**config.mk**
```make
export PLATFORM = sky130hd
export DESIGN_NAME = avalon_arbiter
export DESIGN_NICKNAME = d
export VERILOG_FILES = /design/src/rtl/avalon_pkg.sv /design/src/rtl/avalon_arbiter_rr_pick.sv /design/src/rtl/avalon_arbiter.sv
export SDC_FILE = /design/constraint.sdc
export NUM_CORES = 1
export LEC_CHECK = 0
export CORE_MARGIN = 2
export CORE_UTILIZATION = 23
export CTS_CLUSTER_SIZE = 16
export DETAILED_ROUTE_END_ITERATION = 12
export PLACE_DENSITY = 0.9
export SLEW_MARGIN = 30
export SYNTH_ARGS = -nofsm -noshare
export SYNTH_HDL_FRONTEND = slang
export SYNTH_HIERARCHICAL = 1
export SYNTH_SLANG_ARGS = --single-unit
```
**constraint.sdc**
```tcl
create_clock -name Clock -period 1.3 [get_ports Clock]
set_input_delay 0.13 -clock Clock [delete_from_list [all_inputs] [get_ports Clock]]
set_output_delay 0.13 -clock Clock [all_outputs]
set_load 0.005 [all_outputs]
```
**src/rtl/avalon_pkg.sv**
```systemverilog
// Shared types and constants for the two-master Avalon arbiter.
//   arb_state_t : arbiter FSM states
//   mreq_t      : one master's request bundle (read, write, addr, wdata)
//   DW, AW      : default data/address widths; ABORT_DATA is the read data
//                 returned to a master whose transfer is aborted by the timeout.
package avalon_pkg;
  localparam int DW = 16;
  localparam int AW = 16;
  localparam logic [15:0] ABORT_DATA = 16'hDEAD;

  typedef enum logic {IDLE, BUSY} arb_state_t;

  typedef struct packed {
    logic          read;
    logic          write;
    logic [AW-1:0] addr;
    logic [DW-1:0] wdata;
  } mreq_t;
endpackage

```
**src/rtl/avalon_arbiter_rr_pick.sv**
```systemverilog
// rr_pick: two-input round-robin picker, purely combinational.
//   req[1:0] : request per master
//   last     : master granted most recently
//   valid    : at least one request present
//   sel      : chosen master; on a tie the one that was not granted last
module rr_pick (
  input  logic [1:0] req,
  input  logic       last,
  output logic       valid,
  output logic       sel
);
  assign valid = |req;
  assign sel   = (&req) ? ~last : req[1];
endmodule

```
**src/rtl/avalon_arbiter.sv**
```systemverilog
// avalon_arbiter: two-master round-robin arbiter in front of one Avalon slave.
// The grant is held from arbitration until the slave completes the transfer;
// every transfer returns through IDLE, so back-to-back requests see one bubble.
//   Clock, Resetn           : clock, synchronous active-low reset
//   Mx_Read/Write/Addr/WData: master x request, Mx_Waitreq: stall to master x
//   M_RData                 : shared read data, valid for the owner when its
//                             Waitreq is 0
//   S_*                     : slave side; S_Waitreq stalls the owner
//   Error                   : one-cycle pulse when a transfer is aborted
// Build option: define ARB_TIMEOUT_EN to abort a transfer after TIMEOUT stalled
// BUSY cycles; otherwise BUSY waits forever and Error is tied low.
// DW/AW must equal the package widths because the request bundle uses them.
module avalon_arbiter #(
  parameter int DW      = avalon_pkg::DW,
  parameter int AW      = avalon_pkg::AW,
  parameter int TIMEOUT = 255
) (
  input  logic          Clock,
  input  logic          Resetn,
  input  logic          M0_Read,
  input  logic          M0_Write,
  input  logic [AW-1:0] M0_Addr,
  input  logic [DW-1:0] M0_WData,
  output logic          M0_Waitreq,
  input  logic          M1_Read,
  input  logic          M1_Write,
  input  logic [AW-1:0] M1_Addr,
  input  logic [DW-1:0] M1_WData,
  output logic          M1_Waitreq,
  output logic [DW-1:0] M_RData,
  output logic          S_Read,
  output logic          S_Write,
  output logic [AW-1:0] S_Addr,
  output logic [DW-1:0] S_WData,
  input  logic [DW-1:0] S_RData,
  input  logic          S_Waitreq,
  output logic          Error
);
  import avalon_pkg::*;

  arb_state_t state;
  logic       owner, lastGrant;
  mreq_t      req0, req1, own;
  logic       ownReq, busy, abort, pickValid, pickSel;

  assign req0   = '{read: M0_Read, write: M0_Write, addr: M0_Addr, wdata: M0_WData};
  assign req1   = '{read: M1_Read, write: M1_Write, addr: M1_Addr, wdata: M1_WData};
  assign own    = owner ? req1 : req0;
  assign ownReq = own.read | own.write;
  assign busy   = (state == BUSY);

  rr_pick uPick (
    .req   ({req1.read | req1.write, req0.read | req0.write}),
    .last  (lastGrant),
    .valid (pickValid),
    .sel   (pickSel)
  );

`ifdef ARB_TIMEOUT_EN
  localparam int CW = (TIMEOUT > 255) ? $clog2(TIMEOUT + 1) : 8;
  localparam logic [CW-1:0] TO_CNT = CW'(TIMEOUT);
  logic [CW-1:0] stallCnt;

  // Held at zero outside BUSY, so every BUSY entry starts counting from 0.
  always_ff @(posedge Clock) begin
    if (!Resetn)        stallCnt <= '0;
    else if (!busy)     stallCnt <= '0;
    else if (S_Waitreq) stallCnt <= stallCnt + 1'b1;
  end

  assign abort = busy && (stallCnt == TO_CNT);
`else
  assign abort = 1'b0;
`endif

  assign Error = abort;

  always_ff @(posedge Clock) begin
    if (!Resetn) begin
      state     <= IDLE;
      owner     <= 1'b0;
      lastGrant <= 1'b1;
    end else begin
      case (state)
        IDLE: if (pickValid) begin
          owner <= pickSel;
          state <= BUSY;
        end
        BUSY: begin
          if (abort || (ownReq && !S_Waitreq)) begin
            lastGrant <= owner;
            state     <= IDLE;
          end else if (!ownReq) begin
            // owner withdrew mid-transfer: no completion, round-robin untouched
            state <= IDLE;
          end
        end
        default: state <= IDLE;
      endcase
    end
  end

  always_comb begin
    S_Read     = 1'b0;
    S_Write    = 1'b0;
    S_Addr     = '0;
    S_WData    = '0;
    M_RData    = '0;
    M0_Waitreq = 1'b1;
    M1_Waitreq = 1'b1;
    if (busy) begin
      // read+write together is treated as a write
      S_Write = own.write & ~abort;
      S_Read  = own.read & ~own.write & ~abort;
      S_Addr  = own.addr;
      S_WData = own.wdata;
      M_RData = abort ? DW'(ABORT_DATA) : S_RData;
      if (owner) M1_Waitreq = S_Waitreq & ~abort;
      else       M0_Waitreq = S_Waitreq & ~abort;
    end
  end
endmodule

```
Yosys cells after proc, flatten, opt, wreduce, memory -nomap -nowiden. Index checks and enable logic that the tools add are counted.

Register bits: 3. Logic and storage cells: 31. Input port bits: 87.

Mux-type cells: 15. Reduce and logical (&&, ||, !) cells: 6. Bitwise gates (word level): 7.

Operators with widths (count): two-way mux 16 bit (3); two-way mux 34 bit (1); two-way mux 1 bit (10); AND reduction 2 bit (3); inverter 1 bit (3); OR 1 bit (3); one-hot mux 1 bit (2 select lines) (1); OR reduction 2 bit (1); bitwise AND 1 bit (1); logical AND 1 bit (1); zero test 1 bit (1).

Logic depth before layout (Yosys ltp). Gate-level depths: netlist of the first run.

Depth in word-level cells: 5. Gate-level depth with buffers: 6. Gate-level depth less buffers: 6.

Modules after synthesis. The synthesis of the first run kept the hierarchy.

Modules (own cells, without submodules): avalon_arbiter (cells an instance 119, times used 1, area an instance 909.6 µm², sequential area each 60.1 µm²); rr_pick (cells an instance 2, times used 1, area an instance 13.8 µm², sequential area each 0.0 µm²).

Worst setup path before layout of the first run. OpenSTA, ideal clock, no wires.

Kind: in2reg. Start: in M1_Read. End: reg state, in the netlist busy. Data arrival time: 995 ps. Cell stages on the path: 4. Setup slack: 188 ps. Path buffers: 0. Required time: 1183 ps. Library setup time: 117 ps. Cell sequence: or2_2 -> or2_1 -> nor2b_1 -> a22o_1.

Elaborated cells on any way between the ends: 9.

RTL lines: start: declaration (line avalon_arbiter.sv:25) `input logic M1_Read,`; OR 1 bit (line avalon_arbiter.sv:53) `.req ({req1.read | req1.write, req0.read | req0.write}),`; OR reduction 2 bit (line avalon_arbiter_rr_pick.sv:12) `assign valid = |req;`; named net pickValid (line avalon_arbiter.sv:44) `logic ownReq, busy, abort, pickValid, pickSel;`; two-way mux 1 bit (line avalon_arbiter.sv:85) `IDLE: if (pickValid) begin`; one-hot mux 1 bit (2 select lines) (line avalon_arbiter.sv:84) `case (state)`; end signal: assignment (line avalon_arbiter.sv:87) `state <= BUSY;`; end signal: assignment (line avalon_arbiter.sv:92) `state <= IDLE;`; end signal: assignment (line avalon_arbiter.sv:95) `state <= IDLE;`; end: declaration (line avalon_arbiter.sv:41) `arb_state_t state;`.

The timed path passes the listed nets, and every way through them passes these cells. A chain may end at the register's enable or synchronous reset.

Worst setup path in the final report of the first run.
Start: reg owner. End: out S_Read.

Cells in the longest elaborated chain, start to end: 4.

RTL lines: start: declaration (line avalon_arbiter.sv:42) `logic owner, lastGrant;`; start signal: assignment (line avalon_arbiter.sv:86) `owner <= pickSel;`; two-way mux 34 bit * (line avalon_arbiter.sv:48) `assign own = owner ? req1 : req0;`; inverter 1 bit (line avalon_arbiter.sv:114) `S_Read = own.read & ~own.write & ~abort;`; bitwise AND 1 bit * (line avalon_arbiter.sv:114); two-way mux 1 bit * (line avalon_arbiter.sv:111) `if (busy) begin`; end: declaration (line avalon_arbiter.sv:31) `output logic S_Read,`.

Every way passes the cells marked *; elsewhere a longest branch is shown, timed or not.

==> flow_metrics.py, run 1 <==
metrics = {
    "run_status": {
        "outcome": "finished, violations left",
        "failed_checks": "setup timing",
    },
    "place": {
        "dpl_cell_area_um2": 2409,
        "hpwlAfterDp_um": 3237,
        "dp.cells": 311,
        "gp_congestion": 0.7261,
        "portBuffers": 138,
    },
    "cts": {
        "clock_sinks": 3,
        "clkLatencyLatePin_ns": 0.21,
        "cts_tree": "yes",
        "cts_buffers": 3,
        "root_buffer": "clkbuf_8",
        "cts_buffer_depth": 2,
        "clk_pin_slew_worst_paths_ns": 0.03,
        "ctsHtreeMaxLevel": 1,
    },
    "power": {
        "p_comb_share_pct": 71.4,
        "switchingPower_uw": 381.7,
        "netSwitchingFraction_pct": 28.33,
        "p_leak_uw": 0.001128,
        "p_total_uw": 1347,
        "clkPwrFrac_pct": 20.1,
        "sequentialPowerShare_pct": 8.5,
        "internal_power_uw": 965.7,
        "p_per_area_nw_per_um2": 535.2,
        "ir_drop_mv": 0.3458,
    },
    "die": {
        "ios": 140,
        "dieArea_um2": 4537,
        "rows": 23,
        "core-area_um2": 3943,
        "die-height_um": 67.36,
        "fp.dieW_um": 67.36,
        "initial_core_util_pct": 23.42,
    },
    "timing": {
        "final.setup.worst_slack_ns": -0.1144,
        "min_period_over_period_pct": 108.8,
        "max_freq_ghz": 0.7070,
        "finClkSkew_ns": 0.0002477,
        "tns_ns": -1.081,
        "finalSetupViolCount": 27,
        "drv_slew": 0,
        "period_needed_ns": 1.414,
        "final_hold_viol_count": 0,
        "rsz0062_at_grt": "yes",
    },
    "logic_synthesis": {
        "yosysUniqueCellTypes": 21,
        "syn_inst": 121,
        "synth.area.top_cells": "mux2i_1, nor2b_1, and2_1, dfxtp_1, buf_6",
        "syn_area_um2": 923.4,
        "yosys.area.top_type": "mux2i_1",
        "ys_ff_latch": 3,
        "yosysWarningCount": 6,
        "avgSynthCellArea_um2": 7.631,
        "seq_area_frac_synth_pct": 6.504,
        "syn_nets": 208,
        "synth_top_area_share_pct": 36.86,
    },
    "routing": {
        "antenna_left": 0,
        "drcViolationCount": 0,
        "drt-initial-drc-count": 25,
        "wl_per_cell_um": 13.22,
        "viasPerCell": 4.358,
        "firstDrtPassIters": 4,
        "vias": 1438,
        "drt_wl_total_um": 4364,
    },
    "min_path": {
        "min_path_type": "in2reg",
        "worstHoldStart": "Resetn",
    },
    "grt": {
        "antenna_found_initial": 0,
        "grt_max_degree": 15,
        "grt_overflow": 0,
        "grt_pass1_vias": 1319,
        "grtUsageTotal_pct": 17.24,
        "grt_pass1_wl_um": 5920,
    },
    "layout": {
        "drive_gt1_share_pct": 31.79,
        "finish.utilization_pct": 63.85,
        "multi_input_area_um2": 820.8,
        "regArea_um2": 67.56,
        "antennaDiodeCount": 0,
        "final_area_um2": 2517,
        "nNetsFinal": 368,
        "fill_cells": 344,
        "syn2layout_area_growth_pct": 172.6,
        "final-instance-count-excl-fill": 330,
    },
    "critical_path": {
        "rrSetupSlack_ns": 0.06,
        "critical_path_class": "reg2out",
        "worstPathRequired_ns": 1.17,
        "r2r_start": "busy",
        "cp-start-kind": "register",
        "critPathMaxFanout": 4,
        "crit_path_end_kind": "output pin",
        "worst_setup_path_startpoint": "owner",
        "cp_data_arrival_time_ns": 1.28,
    },
    "job": {
        "maxCapViolCount": 0,
    },
}
[metal layers]
layer | up-vias | track usage (%) | routed length (um)
met3 | 4 | 4.500 | 591
met2 | 97 | 33.66 | 2301
li1 | 716 | - | -
met5 | - | 0 | 0
met1 | 621 | 17.17 | 1426
met4 | 0 | 6.633 | 44
[stage by stage]
stage | hold slack (ns) | setup slack, ns
2_1_floorplan | 0.2039 | 0.1883
3_3_place_gp | 0.4866 | -0.3694
3_5_place_dp | 0.5066 | -0.3855
4_1_cts | 0.4722 | -0.1216
5_1_grt | 0.5053 | -0.1754
6_report | 0.4884 | -0.1144
[flip-flops by register name, indices dropped and copies added, names as in the netlist]
| signal | flops |
|---|---|
| owner | 1 |
| busy | 1 |
| lastGrant | 1 |
[power by group through the flow]
stage	clock [uW]	sequential, uW	combinational (uW)
floorplan	0	110	313
global placement	0	117	890
detailed placement	0	117	900
CTS	279	116	946
global route	285	117	1030
finish	271	115	961
[final timing paths]
path / endpoint / cells past startpoint
max: S_Read / 5
min: lastGrant / 2
max reg2reg: owner / 5
min reg2reg: lastGrant / 2
[final cells by class]
| class | instances | area share [%] |
|---|---|---|
| sequential | 3 | 2.684 |
| tap | 50 | 2.485 |
| inverter | 2 | 0.2982 |
| multi-input combinational | 105 | 32.60 |
| clock buffer | 4 | 1.789 |
| timing repair buffer | 166 | 60.14 |
[critical path, stage by stage, from the launching register on]
cell,delay [ns]
dfxtp_4,0.35
buf_6,0.14
buf_6,0.11
o32ai_2,0.21
and2_1,0.14
buf_2,0.11
[kinds of logic (layout without fill, tap and decap cells)]
family	Yosys count	after routing	share of synthesized area, %
simple gates	64	64	42.14
mux	34	34	36.86
buf+inv	13	172	9.756
compound gates	6	6	4.336
flops	3	3	6.504
other cells	1	1	0.4061
[placed cells by master (no fill, tap or decap)]
master,instances
a21boi_1,1
a22o_1,1
and2_1,17
and3_1,1
buf_12,6
buf_16,1
buf_2,43
buf_4,10
buf_6,10
bufbuf_16,1
clkbuf_1,1
clkbuf_2,4
clkbuf_8,3
clkdlybuf4s15_1,3
clkdlybuf4s50_1,82
conb_1,1
dfxtp_1,1
dfxtp_4,2
dlygate4sd2_1,4
dlymetal6s2s_1,2
inv_1,2
mux2i_1,31
mux2i_2,2
mux2i_4,1
nand2_1,3
nand2b_1,2
nand3_1,1
nand4_1,1
nor2_2,1
nor2b_1,33
nor2b_2,1
nor2b_4,2
o21ai_0,3
o32ai_2,1
or2_1,1
or2_2,1
[synthesized netlist by cell type]
| master | n |
|---|---|
| conb_1 | 1 |
| nand2_1 | 3 |
| or2_2 | 1 |
| nor2_1 | 1 |
| nor2b_1 | 36 |
| mux2i_1 | 34 |
| nand2b_1 | 2 |
| nand4_1 | 1 |
| buf_6 | 5 |
| clkbuf_1 | 5 |
| buf_4 | 1 |
| o32ai_1 | 1 |
| a22o_1 | 1 |
| a21boi_1 | 1 |
| nand3_1 | 1 |
| inv_1 | 2 |
| o21ai_0 | 3 |
| and2_1 | 17 |
| dfxtp_1 | 3 |
| and3_1 | 1 |
| or2_1 | 1 |
[timing repair]
action | CTS | global route
resized for setup | 207 | 15
cloned | 4 | 0
setup buffers | 10 | 2
endpoints found under the setup margin | 54 | 42
hold buffers | 0 | 0
pin swaps | 2 | 1
Power figures use the tool's default switching activity.
==> inputs of run 2 (changes only) <==
CORE_MARGIN = 3   (was 2)
RECOVER_POWER = 50   (was unset)
==> flow_metrics.py, run 2 (synthesis gave the netlist of run 1 again) <==
metrics = {
    "critical_path": {
        "crit_path_end_kind": "output pin",
        "rrSetupSlack_ns": 0.14,
        "critPathMostFrequentCell": "buf_12",
        "cp_top_family": "buffers and inverters",
        "cp_data_arrival_time_ns": 1.33,
        "worstPathCellList": "buf_12, buf_12, buf_4, mux2i_1, nor2b_1, buf_2",
        "critPathMaxFanout": 6,
        "worstPathRequired_ns": 1.17,
        "cp_slowest_cell": "dfxtp_4",
        "cpPeakStageDelay_ns": 0.35,
        "crit_buf_inv": 4,
        "cp-start-kind": "register",
        "critical_path_class": "reg2out",
    },
    "job": {
        "maxCapViolCount": 0,
    },
    "timing": {
        "period_needed_ns": 1.462,
        "min_period_over_period_pct": 112.5,
        "rsz0062_at_grt": "yes",
        "drv_slew": 0,
        "final.setup.worst_slack_ns": -0.1620,
        "final_hold_viol_count": 0,
        "max_freq_ghz": 0.6840,
        "finClkSkew_ns": 0.001929,
        "finalSetupViolCount": 33,
    },
    "routing": {
        "drt_wl_total_um": 4731,
        "vias": 1475,
        "firstDrtPassIters": 5,
        "antenna_left": 0,
        "wl_per_cell_um": 14.12,
        "drt-initial-drc-count": 20,
        "viasPerCell": 4.403,
        "drcViolationCount": 0,
    },
    "cts": {
        "clkLatencyLatePin_ns": 0.22,
        "clk_pin_slew_worst_paths_ns": 0.03,
        "ctsHtreeMaxLevel": 1,
        "clock_sinks": 3,
        "root_buffer": "clkbuf_8",
        "cts_buffers": 3,
        "cts_buffer_depth": 2,
        "ctsHoldBuffers": 0,
        "cts_tree": "yes",
    },
    "power": {
        "p_per_area_nw_per_um2": 515.8,
        "ir_drop_mv": 0.2440,
        "p_leak_uw": 0.001155,
    },
    "grt": {
        "antenna_found_initial": 0,
        "grt_pass1_vias": 1539,
        "grt_overflow": 0,
        "grt_pass1_wl_um": 7541,
        "grtUsageTotal_pct": 19.38,
        "grt_max_degree": 13,
    },
    "layout": {
        "nNetsFinal": 375,
        "finish.utilization_pct": 68.35,
        "fill_cells": 327,
        "drive_gt1_share_pct": 30.31,
        "final_cell_mix": "clkdlybuf4s50_1, buf_2, nor2b_1, mux2i_1, and2_1",
        "syn2layout_area_growth_pct": 179.1,
        "final_common_cell": "clkdlybuf4s50_1",
        "antennaDiodeCount": 0,
    },
    "die": {
        "dieArea_um2": 4811,
        "fp.dieW_um": 69.36,
        "ios": 140,
        "core-area_um2": 3771,
        "rows": 22,
        "die-height_um": 69.36,
        "initial_core_util_pct": 24.49,
    },
    "place": {
        "portBuffers": 138,
        "hpwlAfterDp_um": 3481,
        "post-place-ws_ns": -0.4326,
        "gp_congestion": 0.7684,
    },
    "min_path": {
        "min_path_type": "in2reg",
    },
    "run_status": {
        "failed_checks": "setup timing",
        "outcome": "finished, violations left",
    },
}
## run 2: timing repair
action | 4_1_cts | 5_1_grt
resized for setup | 183 | 17
setup buffers | 15 | 4
endpoints found under the setup margin | 54 | 41
cloned | 5 | 0
endpoints found under the hold margin | 0 | 0
pin swaps | 2 | 0
## run 2: area by class of cell
class                      instances  area [um2]  share of cell area [%]
sequential                         3       65.06                   2.524
clock buffer                       4       45.04                   1.748
timing repair buffer             173        1588                   61.60
multi-input combinational        105       812.0                   31.50
inverter                           2       7.507                  0.2913
tap                               48       60.06                   2.330
## run 2: worst min-delay path, stage by stage
cell           delay [ns]
dlygate4sd2_1        0.23
o21ai_0              0.09
o21ai_0              0.08
a22o_1               0.13
## run 2: routing by layer
layer / track usage [%] / share of wire (%)
met2: 35.70 / 52
met1: 20.47 / 37
met4: 8.243 / 2.2
met5: 0 / 0
met3: 5.217 / 9.0
## run 2: per-stage QoR
step / instances / total power, uW / setup TNS, ns / cell area [um2] / hold slack [ns]
after CTS: 333 / 1349 / -2.972 / 2594 / 0.4678
after global placement: 309 / 1002 / -8.691 / 2394 / 0.4865
after global routing: 335 / 1425 / -4.449 / 2577 / 0.5308
final: 335 / 1330 / -2.326 / 2577 / 0.4840
after detailed placement: 309 / 1016 / -9.530 / 2394 / 0.4939
after floorplan: 121 / 422.9 / 0 / 923.4 / 0.2039
## run 2: path summary, 6_finish.rpt
check / from / endpoint / cells after the start
worst max register to register: busy / owner / 5
worst min-delay path: M1_Read / busy / 4
worst min register to register: lastGrant / lastGrant / 2
worst max-delay path: owner / S_Addr[4] / 6
## run 2: where the power goes
part / internal (uW) / switching, uW / total (uW)
Clock: 209 / 63.1 / 272
Combinational: 634 / 310 / 944
Sequential: 102 / 11.3 / 113
==> inputs of run 3 (changes only) <==
CORE_ASPECT_RATIO = 1.1   (was unset)
GPL_ROUTABILITY_DRIVEN = 0   (was unset)
==> flow_metrics.py, run 3 (synthesis gave the netlist of run 1 again) <==
metrics = {
    "layout": {
        "final_cell_mix": "clkdlybuf4s50_1, buf_2, nor2b_1, mux2i_1, and2_1",
        "drive_gt1_share_pct": 32.28,
        "syn2layout_area_growth_pct": 177.2,
        "nNetsFinal": 373,
        "regArea_um2": 65.06,
        "final_common_cell": "clkdlybuf4s50_1",
        "multi_input_area_um2": 827.0,
        "fill_cells": 304,
        "antennaDiodeCount": 0,
        "finish.utilization_pct": 68.43,
    },
    "critical_path": {
        "cp-start-kind": "register",
        "cp-endpoint": "S_WData[8]",
        "rrSetupSlack_ns": 0.03,
        "critical_path_class": "reg2out",
        "r2r_start": "owner",
        "worstReg2RegEnd": "busy",
        "crit_path_end_kind": "output pin",
        "worstPathRequired_ns": 1.17,
        "cp_data_arrival_time_ns": 1.32,
        "worst_setup_path_startpoint": "owner",
        "reg2reg_depth": 7,
        "critPathMaxFanout": 5,
    },
    "power": {
        "p_leak_uw": 0.001134,
        "p_per_area_nw_per_um2": 526.2,
        "ir_drop_mv": 0.3073,
    },
    "place": {
        "hpwlAfterDp_um": 3378,
        "portBuffers": 138,
        "post-place-ws_ns": -0.3903,
    },
    "timing": {
        "final_hold_viol_count": 0,
        "finalSetupViolCount": 29,
        "min_period_over_period_pct": 111.7,
        "period_needed_ns": 1.452,
        "drv_slew": 0,
        "tns_ns": -1.725,
        "finClkSkew_ns": 0.00007452,
        "max_freq_ghz": 0.6888,
        "hold_ws_ns": 0.4925,
        "final.setup.worst_slack_ns": -0.1518,
        "rsz0062_at_grt": "yes",
    },
    "run_status": {
        "failed_checks": "setup timing",
        "outcome": "finished, violations left",
    },
    "routing": {
        "firstDrtPassIters": 4,
        "drcViolationCount": 0,
        "drt_wl_total_um": 4583,
        "wl_per_cell_um": 13.68,
        "viasPerCell": 4.257,
        "antenna_left": 0,
        "vias": 1426,
        "drt-initial-drc-count": 19,
    },
    "job": {
        "maxCapViolCount": 0,
    },
    "min_path": {
        "min_path_type": "in2reg",
    },
    "die": {
        "ios": 140,
        "initial_core_util_pct": 24.68,
        "fp.dieW_um": 66.42,
        "die-height_um": 72.46,
        "core-area_um2": 3741,
        "rows": 23,
        "dieArea_um2": 4812,
    },
    "grt": {
        "antenna_found_initial": 0,
        "grt_pass1_wl_um": 6824,
        "grt_max_degree": 21,
        "grtUsageTotal_pct": 18.03,
        "grt_overflow": 0,
        "grt_pass1_vias": 1434,
    },
    "cts": {
        "cts_buffer_depth": 2,
        "cts_tree": "yes",
        "clk_pin_slew_worst_paths_ns": 0.03,
        "clkLatencyLatePin_ns": 0.21,
        "root_buffer": "clkbuf_8",
        "clock_sinks": 3,
        "ctsHtreeMaxLevel": 1,
        "cts_buffers": 3,
        "ctsHoldBuffers": 0,
    },
}
run 3: cell count changes in the layout (fill, tap and decap cells not counted), moves of 3 or more:
cell,before,now
dlygate4sd2_1,13,6
buf_2,35,38
clkdlybuf4s15_1,3,0
clkbuf_1,1,5
run 3: worst min-delay path by stage:
stage / slack (ns) / to / startpoint / cells past startpoint
finish: 0.49 / busy / M1_Read / 4
detailed placement: 0.50 / lastGrant / lastGrant / 2
floorplan: 0.20 / lastGrant / Resetn / 1
global placement: 0.49 / lastGrant / lastGrant / 2
global route: 0.50 / lastGrant / Resetn / 2
CTS: 0.44 / busy / M1_Read / 4
run 3: cell type report:
class | instances | share of cell area, %
clock buffer | 4 | 1.760
inverter | 2 | 0.2933
multi-input combinational | 105 | 32.31
sequential | 3 | 2.542
tap | 50 | 2.444
timing repair buffer | 171 | 60.65
run 3: what timing repair did:
action                                 CTS  global route
endpoints found under the hold margin    0             0
gates cloned                             4             0
resized for setup                      210            20
setup endpoints to repair               54            43
pin swaps                                2             3
buffers inserted                        14             6
run 3: routing by layer:
layer / global-route usage, % / vias up / wire, um
met5: 0 / - / 0
met4: 6.321 / 0 / 68
met3: 5.418 / 4 / 620
met2: 33.19 / 95 / 2340
met1: 19.13 / 600 / 1555
li1: - / 727 / -
run 3: critical path, cell delays in order (launching register included):
cell and delay, ns:
dfxtp_4 0.35, buf_6 0.12, buf_12 0.12, buf_6 0.11
mux2i_4 0.17, nor2b_1 0.10, buf_2 0.12
run 3: metrics by stage:
step | cells | power, uW | area (um2)
2_1_floorplan | 121 | 422.9 | 923.4
3_3_place_gp | 311 | 1010 | 2409
3_5_place_dp | 311 | 1019 | 2409
4_1_cts | 332 | 1369 | 2592
5_1_grt | 335 | 1437 | 2560
6_report | 335 | 1347 | 2560
run 3: report_power, final:
group | switching (uW) | internal [uW] | leakage [uW]
Sequential | 14.7 | 102 | 0.0000257
Clock | 65.4 | 210 | 0.0000228
Combinational | 308 | 648 | 0.00109
